File: src/rtl/pipe_pkg.sv
// Shared constants for the elastic pipeline stage register.
package pipe_pkg;
  localparam logic [1:0] OCC_EMPTY = 2'd0;
  localparam logic [1:0] OCC_ONE   = 2'd1;
  localparam logic [1:0] OCC_FULL  = 2'd2;

  function automatic int payload_w(input int a, input int b, input int c = 0);
    return a + b + c;
  endfunction
endpackage

File: src/rtl/pipe_slot.sv
// One pipeline entry: valid bit, control payload (zeroed when invalid), data payload.
module pipe_slot #(
  parameter int CTRL_W   = 4,
  parameter int DATA_W   = 69,
  parameter bit RST_DATA = 1'b1
) (
  input  logic              clk_i,
  input  logic              rst_i,
  input  logic              flush_i,
  input  logic              load_i,
  input  logic              clear_i,
  input  logic [CTRL_W-1:0] ctrl_i,
  input  logic [DATA_W-1:0] data_i,
  output logic              valid_o,
  output logic [CTRL_W-1:0] ctrl_o,
  output logic [DATA_W-1:0] data_o
);
  logic [CTRL_W-1:0] ctrl_q;

  // load beats clear so one entry can be drained and refilled in the same cycle
  always_ff @(posedge clk_i) begin
    if (rst_i || flush_i) begin
      valid_o <= 1'b0;
      ctrl_q  <= '0;
    end else if (load_i) begin
      valid_o <= 1'b1;
      ctrl_q  <= ctrl_i;
    end else if (clear_i) begin
      valid_o <= 1'b0;
      ctrl_q  <= '0;
    end
  end

  assign ctrl_o = valid_o ? ctrl_q : '0;

  // data is never cleared by flush; the bubble is carried by valid/ctrl alone
  if (RST_DATA) begin : g_rst_data
    always_ff @(posedge clk_i) begin
      if (rst_i)                  data_o <= '0;
      else if (load_i && !flush_i) data_o <= data_i;
    end
  end else begin : g_nrst_data
    always_ff @(posedge clk_i) begin
      if (load_i && !rst_i && !flush_i) data_o <= data_i;
    end
  end
endmodule

File: src/rtl/pipe_stage_reg.sv
// Elastic inter-stage register: valid/ready handshake, stall, flush-to-bubble,
// optional 2-entry skid buffer that registers in_ready_o.
module pipe_stage_reg import pipe_pkg::*; #(
  parameter int CTRL_W   = 4,
  parameter int DATA_W   = payload_w(32, 32, 5),
  parameter bit SKID     = 1'b1,
  parameter bit RST_DATA = 1'b1
) (
  input  logic              clk_i,
  input  logic              rst_i,
  input  logic              flush_i,
  input  logic              in_valid_i,
  output logic              in_ready_o,
  input  logic [CTRL_W-1:0] in_ctrl_i,
  input  logic [DATA_W-1:0] in_data_i,
  output logic              out_valid_o,
  input  logic              out_ready_i,
  output logic [CTRL_W-1:0] out_ctrl_o,
  output logic [DATA_W-1:0] out_data_o,
  output logic [1:0]        occ_o
);
  logic              m_valid, s_valid, m_take, acc, m_load;
  logic [CTRL_W-1:0] s_ctrl, m_ctrl_d;
  logic [DATA_W-1:0] s_data, m_data_d;

  // main entry may take a new beat when empty or when its beat leaves this cycle
  assign m_take   = ~m_valid | out_ready_i;
  assign acc      = in_valid_i & in_ready_o & ~flush_i;
  assign m_load   = m_take & (s_valid | acc);
  assign m_ctrl_d = s_valid ? s_ctrl : in_ctrl_i;
  assign m_data_d = s_valid ? s_data : in_data_i;

  pipe_slot #(.CTRL_W(CTRL_W), .DATA_W(DATA_W), .RST_DATA(RST_DATA)) u_main (
    .clk_i   (clk_i),
    .rst_i   (rst_i),
    .flush_i (flush_i),
    .load_i  (m_load),
    .clear_i (m_take),
    .ctrl_i  (m_ctrl_d),
    .data_i  (m_data_d),
    .valid_o (m_valid),
    .ctrl_o  (out_ctrl_o),
    .data_o  (out_data_o)
  );

  assign out_valid_o = m_valid;

  if (SKID) begin : g_skid
    logic s_load;
    assign s_load     = ~m_take & acc;
    assign in_ready_o = ~s_valid & ~rst_i;

    pipe_slot #(.CTRL_W(CTRL_W), .DATA_W(DATA_W), .RST_DATA(RST_DATA)) u_skid (
      .clk_i   (clk_i),
      .rst_i   (rst_i),
      .flush_i (flush_i),
      .load_i  (s_load),
      .clear_i (m_take),
      .ctrl_i  (in_ctrl_i),
      .data_i  (in_data_i),
      .valid_o (s_valid),
      .ctrl_o  (s_ctrl),
      .data_o  (s_data)
    );
  end else begin : g_noskid
    assign s_valid    = 1'b0;
    assign s_ctrl     = '0;
    assign s_data     = '0;
    assign in_ready_o = m_take & ~rst_i;
  end

  always_comb begin
    occ_o = OCC_EMPTY;
    case ({s_valid, m_valid})
      2'b01, 2'b10: occ_o = OCC_ONE;
      2'b11:        occ_o = OCC_FULL;
      default:      occ_o = OCC_EMPTY;
    endcase
  end

  // a third beat can never land: with both entries full in_ready_o is low
  a_no_overflow: assert property (@(posedge clk_i) disable iff (rst_i)
    !(acc && s_valid && !m_take));
endmodule

File: config.mk
export PLATFORM = sky130hd
export DESIGN_NAME = pipe_stage_reg
export DESIGN_NICKNAME = d
export VERILOG_FILES = /design/src/rtl/pipe_pkg.sv /design/src/rtl/pipe_slot.sv /design/src/rtl/pipe_stage_reg.sv
export SDC_FILE = /design/constraint.sdc
export NUM_CORES = 1
export LEC_CHECK = 0
export CORE_MARGIN = 4
export CORE_UTILIZATION = 45
export CTS_BUF_LIST = sky130_fd_sc_hd__clkbuf_16
export DETAILED_ROUTE_END_ITERATION = 8
export PLACE_DENSITY = 0.71
export SLEW_MARGIN = 20
export SYNTH_ARGS = -nofsm -noshare
export SYNTH_HDL_FRONTEND = slang
export SYNTH_SLANG_ARGS = --single-unit
export TNS_END_PERCENT = 1
File: constraint.sdc
create_clock -name clk_i -period 2.6 [get_ports clk_i]
set_input_delay 0.78 -clock clk_i [delete_from_list [all_inputs] [get_ports clk_i]]
set_output_delay 0.78 -clock clk_i [all_outputs]
set_load 0.05 [all_outputs]
==> impl_metrics.ini, run 1 <==
[outcome]
status = finished, final reports clean

[die]
die_area_um2 = 17100
die_w_um = 131
num_rows = 44
initial_core_util_pct = 46.4
dieHeight_um = 131
core-area_um2 = 14600
io_pins = 155

[timing]
hold_viol_final = 0
setup_violations = 0
rsz0062_at_grt = false
layout_worst_path_cycle_share_pct = 92.9
fmax_mhz = 414
relSlewSlack_pct = 65.7
final-max-slew-violation-count = 0
worst_slack_ps = 185
worstMarginPinSlew_ps = 513
final.setup.tns_ps = 0
fin_skew_ps = 7.24
finalCriticalPeriod_ps = 2410

[worst_setup_path]
cp_max_fo = 4
path_depth = 1
reg2reg_slack_ps = 560
ff2ff_path_depth = 5
critPathBufInv = 1
crit_chain = clkdlybuf4s50_1
criticalPathCategory = register to primary output
slowest_delay_ps = 830
required_ps = 1820
critPathArrivalTime_ps = 1630
worstSetupStartpointType = register
worstSetupEndpointType = primary output
slowest_stage = clkdlybuf4s50_1
cp_top_family = buffers and inverters

[drt]
via_count = 5637
vias_per_cell = 5.31
final_antenna_net_count = 0
drc_errors = 0
avgRoutedWirePerCell_um = 16.0
drt_iter0_drc = 446
routed_wl_mm = 17.0
firstDrtPassIters = 5

[final_layout]
antenna_cells = 0
fin_area_um2 = 9050
nets = 944
layout.cells.non_filler = 1062
fill_cells = 1240
drive_above_1_share_pct = 12.5
synthToLayoutAreaGrowth_pct = 33.3

[synth]
syn_area_um2 = 6790
syn-mean-instance-area_um2 = 9.10
ys.flop_type = dfxtp_1
async_flop_share_pct = 0
yosysSeqAreaShare_pct = 43.6
synth_top_cell_by_area = dfxtp_1
synth_edf_count = 0
ys_types = 25
post-synth-top-area-fraction_pct = 43.6
yosys_warnings = 0
synth_seq_cells = 148
synth_nets = 825
synth_area_leaders = dfxtp_1 (44%), mux2i_1 (11%), mux2_2 (8.0%)
netlist_instances = 746

[pwr]
p_leak_nw = 3.24
power_mw = 5.51
powerDensity_nw_per_um2 = 609
peakVddDrop_mv = 0.453

[global_route]
grt_first_pass_wirelength_mm = 27.1
overflow = 0
grt_max_degree = 113
grt.total_usage_pct = 19.8
antenna_found_initial = 1
grt_pass1_vias = 5527

[cts]
worstSkewPairLatency_ps = 410
cts_buffer_depth = 2
cts_resized = 0
cts_hold_buf = 0
cts.reportedPaths.clkPinSlew_ps = 60
post-cts-setup-buffers = 0
cts_sinks = 148
cts_root_buf = clkbuf_16
cts_tree = built
h-tree-depth = 4
cts_buffers = 17

[place]
place_ws_ps = 66.6
dpl.cell_count = 1030
gp_congestion = 0.776
postPlaceCellArea_um2 = 8440
dp_hpwl_mm = 10.9
io_buffers = 154

[hold_path]
hold_depth = 2
hp-class = register to register

[job]
cap_viol_max_count = 0
## per-stage QoR
stage	hold WS, ps	util [%]
after floorplan	417	-
after global placement	430	57.6
after detailed placement	438	57.6
after CTS	452	61.8
after global routing	473	61.8
final	450	61.8
## logic make-up (layout without fill, tap and decap cells)
logic type / count (synthesis) / in the layout / synth area share, %
and+or+nand+nor: 234 / 234 / 17.3
adders and majority gates: 1 / 1 / 0.184
buffers and inverters: 72 / 204 / 5.60
muxes: 142 / 142 / 22.2
AOI/OAI and AO/OA: 149 / 149 / 11.1
DFF: 148 / 148 / 43.6
## registers in the layout (all words and copies together) (netlist names)
name                   count
g_skid.u_skid.ctrl_q       4
u_main.data_o             69
u_main.valid_o             1
g_skid.u_skid.data_o      69
u_main.ctrl_q              4
g_skid.u_skid.valid_o      1
## synthesized netlist by cell type, types with 2 or more instances
cell type / number
nand2_1: 12
buf_2: 28
o21ai_1: 55
nor2_1: 73
a21oi_1: 74
mux2i_1: 73
nor2b_1: 71
o21ai_0: 18
buf_1: 9
nand3_1: 69
dfxtp_1: 148
mux2_1: 21
clkbuf_1: 22
buf_4: 4
mux2_2: 48
and2_1: 4
nand2b_1: 2
buf_6: 8
## power by group
group          switching, mW  total [mW]  internal [mW]
combinational          0.361       0.642          0.281
sequential            0.0229        2.33           2.31
clock                  0.942        2.54           1.59
total                   1.33        5.51           4.19
## routing by layer
metal | track usage [%] | routed length (um)
met3 | 4.96 | 948
met5 | 0 | 19
met4 | 6.96 | 195
met1 | 24.9 | 7610
met2 | 33.2 | 8220
## path summary, 6_finish.rpt
check                              from                        to
setup / recovery         u_main.valid_o               out_valid_o
hold / removal         u_main.ctrl_q[0]          u_main.ctrl_q[0]
setup reg to reg  g_skid.u_skid.valid_o  g_skid.u_skid.data_o[16]
hold reg to reg        u_main.ctrl_q[0]          u_main.ctrl_q[0]
## layout make-up
type,instances,area (um2),area share [%]
Multi-Input combinational cell,526,3480,38.5
Sequential cell,148,2970,32.8
Timing Repair Buffer,171,1750,19.4
Clock buffer,17,425,4.70
Tap cell,184,230,2.54
Clock inverter,15,188,2.07
Inverter,1,3.75,0.0415
## cell usage in the layout, fill, tap and decap left out, drive strengths merged
cell type,Yosys,routed
o211ai,1,1
mux2i,73,73
and2,4,4
clkinv,0,6
buf,49,25
or4b,1,1
clkinvlp,0,4
o21ai,73,73
clkdlybuf4s50,0,146
ha,1,1
nand2,12,12
dfxtp,148,148
nand3b,1,1
bufinv,0,4
nand3,69,69
nor2,73,73
mux2,69,69
inv,1,2
nand2b,2,2
a21oi,74,74
nor4b,1,1
nor2b,71,71
a21boi,1,1
clkbuf,22,17
Note: power is estimated with default switching activity, not from simulation.
==> inputs of run 2 (changes only) <==
--- a/config.mk
+++ b/config.mk
@@ -7,9 +7,10 @@
 export LEC_CHECK = 0
 export CORE_MARGIN = 4
 export CORE_UTILIZATION = 45
-export CTS_BUF_LIST = sky130_fd_sc_hd__clkbuf_16
+export CTS_BUF_LIST = sky130_fd_sc_hd__clkbuf_8
 export DETAILED_ROUTE_END_ITERATION = 8
-export PLACE_DENSITY = 0.71
+export GPL_TIMING_DRIVEN = 0
+export PLACE_DENSITY = 0.7
 export SLEW_MARGIN = 20
 export SYNTH_ARGS = -nofsm -noshare
 export SYNTH_HDL_FRONTEND = slang
==> run 2 against run 1 <==
Die area unchanged; non-clock buffer count up 52; worst setup slack worse by 59 ps; highest routed layer is now met4.
==> impl_metrics.ini, run 2 (synthesis results as in run 1) <==
[worst_setup_path]
cp_max_fo = 9
worstSetupStartpointType = register
slowest_delay_ps = 570
crit_chain = ha_1, dlygate4sd2_1
criticalPathCategory = register to primary output
required_ps = 1820
worstSetupEndpointType = primary output
slowest_stage = dlygate4sd2_1
critPathArrivalTime_ps = 1690

[final_layout]
layout_commonest_cell = dfxtp_1
layout_common_cells = dfxtp_1 (148), clkdlybuf4s50_1 (145), a21oi_1 (74)
multi_input_area_um2 = 3460
reg_top3 = g_skid.u_skid.data_o: 69 flops, u_main.data_o: 69 flops
fill_cells = 1272
nets = 996
regArea_um2 = 2960
final_util_pct = 61.2
drive_above_1_share_pct = 12.5
antenna_cells = 0
synthToLayoutAreaGrowth_pct = 31.9

[global_route]
antenna_found_initial = 0
overflow = 0
grt_first_pass_wirelength_mm = 29.2
grt.total_usage_pct = 21.5
grt_pass1_vias = 5876
grt_max_degree = 20

[die]
die_area_um2 = 17100
core-area_um2 = 14600
io_pins = 155
initial_core_util_pct = 46.4
dieHeight_um = 131
num_rows = 44
die_w_um = 131

[place]
gp_congestion = 0.777
dp_hpwl_mm = 13.5
place_ws_ps = -1540
io_buffers = 154

[pwr]
p_leak_nw = 3.30
peakVddDrop_mv = 0.382
powerDensity_nw_per_um2 = 530

[drt]
firstDrtPassIters = 5
avgRoutedWirePerCell_um = 16.4
vias_per_cell = 5.28
routed_wl_mm = 18.2
drc_errors = 0
via_count = 5873
drt_iter0_drc = 346
final_antenna_net_count = 0

[hold_path]
hp-class = register to register

[outcome]
status = finished, final reports clean

[cts]
cts_buffers = 17
cts_hold_buf = 0
cts_root_buf = clkbuf_8
cts_buffer_depth = 2
worstSkewPairLatency_ps = 450
cts_tree = built
cts.reportedPaths.clkPinSlew_ps = 70
cts_sinks = 148
h-tree-depth = 4

[timing]
final-max-slew-violation-count = 0
hold_viol_final = 0
finalCriticalPeriod_ps = 2470
rsz0062_at_grt = false
worst_slack_ps = 126
fmax_mhz = 404
layout_worst_path_cycle_share_pct = 95.2
setup_violations = 0
relSlewSlack_pct = 62.2
whs_ps = 455
worstMarginPinSlew_ps = 567
fin_skew_ps = 10.4

[job]
cap_viol_max_count = 0
run 2: final cells by class:
class | instances | area share, %
Clock buffer | 22 | 3.38
Multi-Input combinational cell | 526 | 38.6
Timing Repair Buffer | 154 | 17.1
Clock inverter | 8 | 0.949
Inverter | 1 | 0.0419
Tap cell | 184 | 2.57
Buffer | 69 | 4.37
Sequential cell | 148 | 33.1
run 2: where the power goes:
group          internal (mW)  total [mW]  switching [mW]
Sequential              2.31        2.33          0.0220
Combinational          0.277       0.651           0.374
Clock                  0.954        1.76           0.810
run 2: worst paths after layout:
check,startpoint,to,slack [ps],depth (start not counted)
hold reg to reg,u_main.ctrl_q[0],u_main.ctrl_q[0],450,2
setup / recovery,u_main.valid_o,occ_o[0],130,2
hold / removal,u_main.ctrl_q[0],u_main.ctrl_q[0],450,2
setup reg to reg,g_skid.u_skid.valid_o,u_main.data_o[62],700,5
run 2: layer usage:
metal	vias to the layer above	part of all wire [%]	global-route usage (%)
met5	-	0	0
met4	0	1.2	5.44
met3	20	5.0	5.73
met2	145	49	37.0
met1	2786	45	26.8
li1	2922	-	-
run 2: repair_timing:
item | 4_1_cts | 5_1_grt
hold endpoints to repair | 0 | 0
gates resized for setup | 17 | 6
setup buffers | 0 | 0
pin swaps | 0 | 0
endpoints found under the setup margin | 7 | 2
gates cloned | 0 | 0
run 2: metrics by stage:
| stage | total power [mW] | setup TNS [ps] | std cells | instance area (um2) |
|---|---|---|---|---|
| after floorplan | 2.74 | 0 | 746 | 6800 |
| after global placement | 3.02 | -28970 | 1084 | 8570 |
| after detailed placement | 3.03 | -32360 | 1084 | 8570 |
| after CTS | 4.79 | -130 | 1112 | 8970 |
| after global routing | 4.93 | 0 | 1112 | 8960 |
| final | 4.75 | 0 | 1112 | 8960 |
run 2: worst max-delay path: cells and delay by family, from the launching register on:
| kind | cells | cell delay, ps |
|---|---|---|
| flip-flops | 1 | 380 |
| buffers and inverters | 1 | 570 |
| adder cells (fa/ha/maj) | 1 | 300 |
==> inputs of run 3 (changes only) <==
--- a/config.mk
+++ b/config.mk
@@ -6,11 +6,11 @@
 export NUM_CORES = 1
 export LEC_CHECK = 0
 export CORE_MARGIN = 4
-export CORE_UTILIZATION = 45
+export CORE_UTILIZATION = 52
 export CTS_BUF_LIST = sky130_fd_sc_hd__clkbuf_8
 export DETAILED_ROUTE_END_ITERATION = 8
 export GPL_TIMING_DRIVEN = 0
-export PLACE_DENSITY = 0.7
+export PLACE_DENSITY = 0.79
 export SLEW_MARGIN = 20
 export SYNTH_ARGS = -nofsm -noshare
 export SYNTH_HDL_FRONTEND = slang
==> run 3 against run 2 <==
Combinational power hardly changed; critical endpoint unchanged; first-iteration DRC count is 23% higher; cell area is 0.46% lower; critical path depth stayed put; clock skew is 0.51 ps lower; sequential share of layout area is 0.15 points higher; register-to-register slack hardly changed; worst setup slack worse by 48 ps; critical path type unchanged; final cell count is 1.1% lower; routed wire length is 1.9% lower; sequential power hardly changed; die area is 13% lower.
==> impl_metrics.ini, run 3 (synthesis results as in run 1) <==
[worst_setup_path]
crit_chain = ha_1, dlygate4sd2_1
criticalPathCategory = register to primary output
cp_max_fo = 9
critPathArrivalTime_ps = 1740
slowest_stage = dlygate4sd2_1
required_ps = 1820
worstSetupEndpointType = primary output
slowest_delay_ps = 560
reg2reg_slack_ps = 710
worstSetupStartpointType = register

[timing]
setup_violations = 0
finalCriticalPeriod_ps = 2520
worstMarginPinSlew_ps = 566
hold_viol_final = 0
fin_skew_ps = 9.91
whs_ps = 455
final-max-slew-violation-count = 0
layout_worst_path_cycle_share_pct = 97.0
rsz0062_at_grt = false
relSlewSlack_pct = 62.2
fmax_mhz = 397

[final_layout]
final_util_pct = 70.1
drive_above_1_share_pct = 12.4
antenna_cells = 0
layout_common_cells = dfxtp_1 (148), clkdlybuf4s50_1 (145), a21oi_1 (74)
reg_top3 = g_skid.u_skid.data_o: 69 flops, u_main.data_o: 69 flops
fin_area_um2 = 8920
nets = 996
layout_commonest_cell = dfxtp_1
synthToLayoutAreaGrowth_pct = 31.3

[drt]
firstDrtPassIters = 5
vias_per_cell = 5.38
drc_errors = 0
final_antenna_net_count = 0
routed_wl_mm = 17.9
drt_iter0_drc = 427
via_count = 5913
avgRoutedWirePerCell_um = 16.3

[cts]
cts_sinks = 148
cts_root_buf = clkbuf_8
cts_tree = built
cts_buffers = 17
worstSkewPairLatency_ps = 460
cts.reportedPaths.clkPinSlew_ps = 80
cts_buffer_depth = 2
cts_hold_buf = 0
post-cts-setup-buffers = 0
h-tree-depth = 4

[global_route]
grt_max_degree = 20
grt_pass1_vias = 5988
grt_first_pass_wirelength_mm = 29.2
overflow = 0
grt.total_usage_pct = 24.6
antenna_found_initial = 0

[die]
dieHeight_um = 122
die_w_um = 122
die_area_um2 = 15000
io_pins = 155
initial_core_util_pct = 53.4
num_rows = 41
core-area_um2 = 12700

[pwr]
power_mw = 4.68
p_leak_nw = 3.28
powerDensity_nw_per_um2 = 525
peakVddDrop_mv = 0.377

[place]
io_buffers = 154
postPlaceCellArea_um2 = 8560
gp_congestion = 0.799
dp_hpwl_mm = 13.3

[job]
cap_viol_max_count = 0

[outcome]
status = finished, final reports clean

[hold_path]
hp-class = register to register
[run 3: final timing paths]
| kind | startpoint | endpoint | depth (start not counted) |
|---|---|---|---|
| max reg2reg | g_skid.u_skid.valid_o | u_main.data_o[62] | 5 |
| min | u_main.ctrl_q[2] | u_main.ctrl_q[2] | 2 |
| min reg2reg | u_main.ctrl_q[2] | u_main.ctrl_q[2] | 2 |
| max | u_main.valid_o | occ_o[0] | 2 |
[run 3: critical path: cells and delay by family, from the launching register on]
kind	cells	cell delay, ps
flops	1	400
buf+inv	1	560
fa+ha+maj	1	310
[run 3: what timing repair did]
action	CTS	global route
hold endpoints to repair	0	0
endpoints found under the setup margin	8	1
gates resized for setup	21	1
[run 3: report_power, final]
part	internal, mW	switching (mW)	leakage (nW)	total (mW)
Combinational	0.277	0.374	1.87	0.651
Sequential	2.31	0.0217	1.20	2.33
Clock	0.895	0.805	0.210	1.70
Total	3.48	1.20	3.28	4.68
[run 3: cell type report]
| type | instances | area [um2] |
|---|---|---|
| fill | 1054 | 3800 |
| multi-input combinational | 526 | 3460 |
| sequential | 148 | 2960 |
| timing repair buffer | 154 | 1530 |
| buffer | 69 | 388 |
| clock buffer | 20 | 275 |
| tap | 172 | 215 |
| clock inverter | 10 | 93.8 |
| inverter | 1 | 3.75 |
[run 3: metrics by stage]
stage               cells  worst slack [ps]  TNS, ps
floorplan             746               131        0
global route         1100              10.2        0
CTS                  1100              21.1        0
finish               1100              78.1        0
global placement     1072             -1530   -27670
detailed placement   1072             -1590   -36000
[run 3: per-layer routing]
| layer | global-route usage (%) | vias to the layer above | routed length (um) |
|---|---|---|---|
| li1 | - | 2905 | - |
| met3 | 6.91 | 30 | 1190 |
| met5 | 0 | - | 0 |
| met4 | 8.05 | 0 | 275 |
| met2 | 41.2 | 189 | 8680 |
| met1 | 30.7 | 2789 | 7730 |
